--- config.mk ---
export PLATFORM = sky130hd
export DESIGN_NAME = instr_encoder
export DESIGN_NICKNAME = d
export VERILOG_FILES = /design/src/rtl/instr_encoder_pkg.sv /design/src/rtl/instr_encoder_imm_fit_check.sv /design/src/rtl/instr_encoder.sv
export SDC_FILE = /design/constraint.sdc
export NUM_CORES = 1
export LEC_CHECK = 0
export CORE_MARGIN = 1.5
export CORE_UTILIZATION = 40
export CTS_CLUSTER_DIAMETER = 100
export DETAILED_ROUTE_END_ITERATION = 12
export MAX_ROUTING_LAYER = met4
export PLACE_DENSITY = 0.67
export SLEW_MARGIN = 15
export SYNTH_ARGS = -nofsm -noshare
export SYNTH_HDL_FRONTEND = slang
export SYNTH_SLANG_ARGS = --single-unit
export TNS_END_PERCENT = 5
--- constraint.sdc ---
create_clock -name clk -period 3.5 [get_ports clk]
set_input_delay 0.7 -clock clk [delete_from_list [all_inputs] [get_ports clk]]
set_output_delay 0.7 -clock clk [all_outputs]
set_load 0.1 [all_outputs]
--- src/rtl/instr_encoder_pkg.sv ---
`default_nettype none
// ============================================================================
// Module  : instr_encoder_pkg
// Summary : RV32I format codes, opcodes and field packing shared with decode
// Rev     : 1.0
// ============================================================================
package instr_encoder_pkg;

    typedef enum logic [2:0] {
        FMT_R = 3'd0,
        FMT_I = 3'd1,
        FMT_S = 3'd2,
        FMT_B = 3'd3,
        FMT_U = 3'd4,
        FMT_J = 3'd5
    } fmt_e;

    localparam logic [31:0] c_NOP_INSTR = 32'h0000_0013;

    localparam logic [6:0] c_OP_LUI    = 7'b0110111;
    localparam logic [6:0] c_OP_AUIPC  = 7'b0010111;
    localparam logic [6:0] c_OP_JAL    = 7'b1101111;
    localparam logic [6:0] c_OP_JALR   = 7'b1100111;
    localparam logic [6:0] c_OP_BRANCH = 7'b1100011;
    localparam logic [6:0] c_OP_LOAD   = 7'b0000011;
    localparam logic [6:0] c_OP_STORE  = 7'b0100011;
    localparam logic [6:0] c_OP_IMM    = 7'b0010011;
    localparam logic [6:0] c_OP_REG    = 7'b0110011;

    typedef struct packed {
        logic [2:0]  fmt;
        logic [6:0]  opcode;
        logic [4:0]  rd;
        logic [4:0]  rs1;
        logic [4:0]  rs2;
        logic [2:0]  funct3;
        logic [6:0]  funct7;
        logic [31:0] imm;
    } enc_req_t;

    // Fields a format does not carry are left zero; fit must be checked separately.
    function automatic logic [31:0] pack_fields(enc_req_t r);
        logic [31:0] w_word;
        w_word = c_NOP_INSTR;
        case (r.fmt)
            FMT_R: w_word = {r.funct7, r.rs2, r.rs1, r.funct3, r.rd, r.opcode};
            FMT_I: w_word = {r.imm[11:0], r.rs1, r.funct3, r.rd, r.opcode};
            FMT_S: w_word = {r.imm[11:5], r.rs2, r.rs1, r.funct3, r.imm[4:0], r.opcode};
            FMT_B: w_word = {r.imm[12], r.imm[10:5], r.rs2, r.rs1, r.funct3,
                             r.imm[4:1], r.imm[11], r.opcode};
            FMT_U: w_word = {r.imm[31:12], r.rd, r.opcode};
            FMT_J: w_word = {r.imm[20], r.imm[10:1], r.imm[11], r.imm[19:12],
                             r.rd, r.opcode};
            default: w_word = c_NOP_INSTR;
        endcase
        return w_word;
    endfunction

endpackage : instr_encoder_pkg
`default_nettype wire

--- src/rtl/instr_encoder_imm_fit_check.sv ---
`default_nettype none
// ============================================================================
// Module  : imm_fit_check
// Summary : combinational test that an immediate is representable in a format
// Rev     : 1.0
// ============================================================================
module imm_fit_check
    import instr_encoder_pkg::*;
(
    input  logic [2:0]  i_fmt,
    input  logic [31:0] i_imm,
    output logic        o_fits
);

    // Range checks are sign-extension checks on the top bits of the immediate.
    always_comb begin
        o_fits = 1'b0;
        case (i_fmt)
            FMT_R:        o_fits = 1'b1;
            FMT_I, FMT_S: o_fits = (i_imm[31:11] == {21{i_imm[11]}});
            FMT_B:        o_fits = (i_imm[31:12] == {20{i_imm[12]}}) && !i_imm[0];
            FMT_J:        o_fits = (i_imm[31:20] == {12{i_imm[20]}}) && !i_imm[0];
            FMT_U:        o_fits = (i_imm[11:0] == 12'd0);
            default:      o_fits = 1'b0;
        endcase
    end

endmodule : imm_fit_check
`default_nettype wire

--- src/rtl/instr_encoder.sv ---
`default_nettype none
// ============================================================================
// Module  : instr_encoder
// Summary : two-stage RV32I instruction encoder (check, then pack) with handshake
// Rev     : 1.0
// ============================================================================
module instr_encoder
    import instr_encoder_pkg::*;
(
    input  logic        clk,
    input  logic        rst,
    input  logic        in_valid,
    output logic        in_ready,
    input  logic [2:0]  in_fmt,
    input  logic [6:0]  in_opcode,
    input  logic [4:0]  in_rd,
    input  logic [4:0]  in_rs1,
    input  logic [4:0]  in_rs2,
    input  logic [2:0]  in_funct3,
    input  logic [6:0]  in_funct7,
    input  logic [31:0] in_imm,
    output logic        out_valid,
    input  logic        out_ready,
    output logic [31:0] out_instr,
    output logic        out_err
);

    enc_req_t    w_req;
    logic        w_fits;
    logic        w_s2_ready;
    logic        w_s1_advance;
    logic        w_accept;
    logic        w_s1_err;
    logic [31:0] w_packed;

    enc_req_t    r_s1_req;
    logic        r_s1_fits;
    logic        r_s1_valid;
    logic        r_out_valid;
    logic [31:0] r_out_instr;
    logic        r_out_err;

    assign w_req = '{fmt:    in_fmt,
                     opcode: in_opcode,
                     rd:     in_rd,
                     rs1:    in_rs1,
                     rs2:    in_rs2,
                     funct3: in_funct3,
                     funct7: in_funct7,
                     imm:    in_imm};

    imm_fit_check u_fit (
        .i_fmt  (in_fmt),
        .i_imm  (in_imm),
        .o_fits (w_fits)
    );

    // Each stage may load when it is empty or emptying this cycle.
    assign w_s2_ready   = !r_out_valid || out_ready;
    assign w_s1_advance = r_s1_valid && w_s2_ready;
    assign in_ready     = !r_s1_valid || w_s2_ready;
    assign w_accept     = in_valid && in_ready;

    // Illegal formats report not-fitting, so they collapse into the error path.
    assign w_s1_err = !r_s1_fits;
    assign w_packed = w_s1_err ? c_NOP_INSTR : pack_fields(r_s1_req);

    always_ff @(posedge clk) begin
        if (rst) begin
            r_s1_valid  <= 1'b0;
            r_s1_req    <= '0;
            r_s1_fits   <= 1'b0;
            r_out_valid <= 1'b0;
            r_out_instr <= 32'd0;
            r_out_err   <= 1'b0;
        end else begin
            if (in_ready) begin
                r_s1_valid <= in_valid;
            end
            if (w_accept) begin
                r_s1_req  <= w_req;
                r_s1_fits <= w_fits;
            end
            if (w_s2_ready) begin
                r_out_valid <= r_s1_valid;
            end
            if (w_s1_advance) begin
                r_out_instr <= w_packed;
                r_out_err   <= w_s1_err;
            end
        end
    end

    assign out_valid = r_out_valid;
    assign out_instr = r_out_instr;
    assign out_err   = r_out_err;

endmodule : instr_encoder
`default_nettype wire

-- After elaboration in Yosys (flattened, before gate mapping)
Cells that the tools add are included.
- register bits: 103
- bits of input ports: 71
- output and inout port bits: 35
- word-level logic and storage cells: 43
- eq/ne operators: 13
- muxes and demuxes: 3
- reduce and logical (&&, ||, !) cells: 14
- operator list (operator ; count):
    case mux 32 bit (6 select lines) ; 1
    two-way mux 32 bit ; 1
    == test 20 bit ; 1
    == test 19 bit ; 1
    == test 3 x 2 -> 1 bit (second input constant) ; 4
    == test 3 bit (second input constant) ; 4
    logical NOT 12 bit ; 1
    == test 11 bit ; 1
    == test 3 x 1 -> 1 bit (second input constant) ; 2
    logical NOT 3 bit ; 2
    case mux 1 bit (5 select lines) ; 1
    logical AND 1 bit ; 4
    logical NOT 1 bit ; 4
    logical OR 1 bit ; 2
    OR reduction 2 bit ; 1

-- Depth between registers and ports, before layout
- word-level depth: 4
- gate-level depth with buffers: 8
- gate-level depth less buffers: 5

-- Modules after synthesis
A second synthesis with hierarchy kept.
- cells, all modules: 525
- area total of the unflattened synthesis: 4334.2 um^2
- by module, submodules not included (module ; times used ; cells an instance ; area an instance (um^2)):
    instr_encoder ; 1 ; 480 ; 4032.6
    imm_fit_check ; 1 ; 45 ; 301.5

-- Worst setup path before layout
No wires, ideal clock.
- path kind: reg2reg
- start: register r_out_valid, in the netlist out_valid
- end: register r_s1_fits
- arrival: 3093 ps
- slack: 288 ps
- cell stages (with the launch flop): 7
- buffers on the path: 1
- period minus slack after synthesis: 3212 ps
- cell sequence: dfxtp_1 nand3b_1 and2_1 buf_2 o21ai_0 nor4_1 a211o_1
- cells in the longest elaborated chain, start to end: 4
- RTL lines (element ; RTL line ; source):
    start: declaration ; instr_encoder.sv:39 ; logic r_out_valid;
    start signal: assignment ; instr_encoder.sv:85 ; r_out_valid <= r_s1_valid;
    logical NOT 1 bit ; instr_encoder.sv:59 ; assign w_s2_ready = !r_out_valid || out_ready;
    logical OR 1 bit ; instr_encoder.sv:59 ;
    logical OR 1 bit ; instr_encoder.sv:61 ; assign in_ready = !r_s1_valid || w_s2_ready;
    named net in_ready ; instr_encoder.sv:13 ; output logic in_ready,
    logical AND 1 bit ; instr_encoder.sv:62 ; assign w_accept = in_valid && in_ready;
    end signal: assignment ; instr_encoder.sv:82 ; r_s1_fits <= w_fits;
    end: declaration ; instr_encoder.sv:37 ; logic r_s1_fits;
The timed path passes the listed nets, and every way through them passes these cells.
A chain may end at the register's enable or synchronous reset.

-- Worst setup path in the final report
- start: register r_out_instr[19], in the netlist out_instr[19]
- end: output out_instr[19]
- RTL lines (element ; RTL line ; source):
    start: declaration ; instr_encoder.sv:40 ; logic [31:0] r_out_instr;
    start signal: assignment ; instr_encoder.sv:88 ; r_out_instr <= w_packed;
    end: declaration ; instr_encoder.sv:24 ; output logic [31:0] out_instr,
No word-level cell between the ends.

==> impl_metrics.py <==
metrics = {
    "synth": {
        "yosys_register_bits": 103,
        "ys_seq_area_share_pct": 48.0,
        "synth-adder-area-share_pct": 0,
        "synth_top_cell_by_area": "dfxtp_1",
        "avgSynthCellArea_um2": 7.73,
        "synth_nets": 626,
        "yosysUniqueCellTypes": 35,
        "synth.area.top_cells": "dfxtp_1 48%, nand2_1 13%, a21oi_1 8.9%",
        "synth_top_family_by_area": "simple AND/OR/NAND/NOR gates",
        "synth.mux.area_fraction_pct": 1.52,
        "yosys_warnings": 0,
        "synthSimpleGateAreaFrac_pct": 23.5,
        "synth_top_area_share_pct": 48.0,
        "syn-instance-count": 555,
        "synth_compound_area_share_pct": 22.0,
        "synth_xor_area_share_pct": 0,
        "synth_area_um2": 4290,
    },
    "timing": {
        "slew_viol_final": 0,
        "worst_pin_slew_ns": 1.02,
        "setup_tns_ns": 0,
        "fin_crit_sh_pct": 75.4,
        "fin_worst_skew_ns": 0.0105,
        "rsz0062_at_grt": "no",
        "hold_viol": 0,
        "fmaxAchievable_ghz": 0.379,
        "setup_viol": 0,
        "finalWorstPathRequiredPeriod_ns": 2.64,
        "relSlewSlack_pct": 31.8,
    },
    "die": {
        "die_w_um": 107,
        "fp.dieH_um": 107,
        "die_area_um2": 11400,
        "rows": 37,
        "coreArea_um2": 10400,
        "ios": 106,
        "start_util_pct": 41.4,
    },
    "final_layout": {
        "fin_util_pct": 53.9,
        "final_common_cell": "nand2_1",
        "area_delta_synth_final_pct": 30.3,
        "fillers": 1029,
        "antenna_cells": 0,
        "drive_above_1_share_pct": 5.47,
        "final_cell_mix": "153 x nand2_1, 103 x dfxtp_1, 102 x clkdlybuf4s50_1",
        "final_nets": 707,
        "finalInstanceArea_um2": 5590,
    },
    "cts": {
        "cts_max_path_buffers": 2,
        "cts_tree": "built",
        "clk_pin_slew_worst_paths_ns": 0.09,
        "clkLatencyLatePin_ns": 0.36,
        "cts-root-buf": "clkbuf_8",
        "cts_hold_buf": 0,
        "cts.sinks": 103,
        "cts-buffers-inserted": 9,
        "cts_resized": 0,
        "cts_max_level": 3,
        "post_cts_buffers": 0,
    },
    "hold_path": {
        "min_path_cells": 2,
        "holdCritPathClass": "register to register",
    },
    "routing": {
        "wire_per_inst_um": 15.6,
        "post_drt_via_cell_ratio": 5.40,
        "drt_wl_total_mm": 12.1,
        "postRouteAntennaNets": 0,
        "drt_iter0_drc": 251,
        "firstDrtPassIters": 5,
        "vias": 4193,
        "drc_errors": 0,
    },
    "critical_path": {
        "worst_setup_path_end_kind": "primary output",
        "cp_slowest_stage_delay_ns": 1.16,
        "critPathArrivalTime_ns": 1.94,
        "crit_chain": "clkdlybuf4s50_1",
        "crit_required_ns": 2.80,
        "startpoint_type": "register",
        "slowest_stage": "clkdlybuf4s50_1",
        "r2r_start": "r_s1_req[64]",
        "cp_max_fo": 2,
        "crit_start": "out_instr[19]",
        "crit_buf_inv": 1,
        "r2r_cells": 5,
        "path_depth": 1,
        "worst-r2r-setup-slack_ns": 1.43,
        "r2r_end": "out_instr[20]",
        "critPathTopFamily": "buffers and inverters",
        "crit_type": "register to primary output",
        "endpoint": "out_instr[19]",
    },
    "global_routing": {
        "antenna_found_initial": 0,
        "grt_pass1_vias": 4022,
        "grt_pass1_wl_mm": 19.5,
        "grt-ovfl-total": 0,
        "track_usage_pct": 22.2,
        "grt_max_degree": 70,
    },
    "power": {
        "finalPower_mw": 2.27,
        "p_per_area_nw_per_um2": 406,
        "p_leak_nw": 1.99,
        "ir_drop_uv": 222,
    },
    "placement": {
        "place.detailed.hpwl_mm": 8.54,
        "gp_congestion": 0.952,
        "placed_area_um2": 5410,
        "port_buffers": 105,
    },
    "job": {
        "maxCapViolCount": 0,
    },
    "status": {
        "status": "completed",
    },
}
[stage by stage]
stage / cells / hold slack, ns / setup slack, ns
floorplan: 555 / 0.432 / 0.288
global placement: 761 / 0.443 / 0.939
detailed placement: 761 / 0.445 / 0.902
CTS: 776 / 0.456 / 0.850
global route: 776 / 0.473 / 0.802
finish: 776 / 0.453 / 0.862
[cells in the mapped netlist]
cell type  number
a22oi_1        42
or3_1           2
buf_1          10
nor2b_1         3
nand4_1         6
nor4_1          2
and3_1          1
a2bb2oi_1       2
nand3b_1        2
buf_2           6
nor4_2          1
mux2i_1         2
a211o_1         1
and2_1          5
o2bb2ai_1       1
nor2_1         41
dfxtp_1       103
o21ai_0        13
o22ai_1         8
inv_1          13
nand3_1         3
a22o_1          5
or4_4           2
a21oi_1        76
a221oi_1        2
nand2_1       154
a211oi_2        1
clkbuf_1       26
o2111ai_1       1
nor3_1          8
a211oi_1        1
mux2_2          4
a41oi_1         1
or4_1           6
nand2b_1        1
[routing by layer]
| metal | global-route usage (%) | vias to the layer above | wire length (um) | share of wire, % |
|---|---|---|---|---|
| met5 | - | - | 0 | 0 |
| met4 | 7.43 | 0 | 238 | 2.0 |
| met3 | 3.40 | 25 | 565 | 4.7 |
| met2 | 38.6 | 122 | 6320 | 52 |
| met1 | 26.1 | 1976 | 5010 | 41 |
| li1 | - | 2070 | - | - |
[state kept, by name, summed over array words and instances (netlist names)]
name,flops
out_err,1
out_instr,32
out_valid,1
r_s1_fits,1
r_s1_req,67
r_s1_valid,1
[area by class of cell]
type                       instances  area, um2  area share (%)
inverter                          13       48.8           0.873
timing repair buffer             112       1110            19.8
sequential                       103       2060            36.9
tap                              136        170            3.04
clock inverter                     4       30.0           0.537
clock buffer                      11        151            2.71
multi-input combinational        397       2020            36.1
[where the power goes]
part	internal, mW	switching (mW)
Clock	0.297	0.395
Sequential	1.22	0.0350
Combinational	0.138	0.186
[how the worst min path moves through the flow]
stage                        from            end  slack, ns
floorplan            r_s1_req[43]   r_s1_req[43]       0.43
global placement     r_s1_req[56]   r_s1_req[56]       0.44
detailed placement  out_instr[24]  out_instr[24]       0.45
CTS                 out_instr[24]  out_instr[24]       0.46
global route         r_s1_req[49]   r_s1_req[49]       0.47
finish              out_instr[24]  out_instr[24]       0.45
[kinds of logic after synthesis]
family,Yosys count
AND/OR/NAND/NOR,237
flip-flops,103
AO/OA/AOI/OAI,154
multiplexers,6
buffers and inverters,55
No activity file was read; power rests on OpenSTA's default activity.
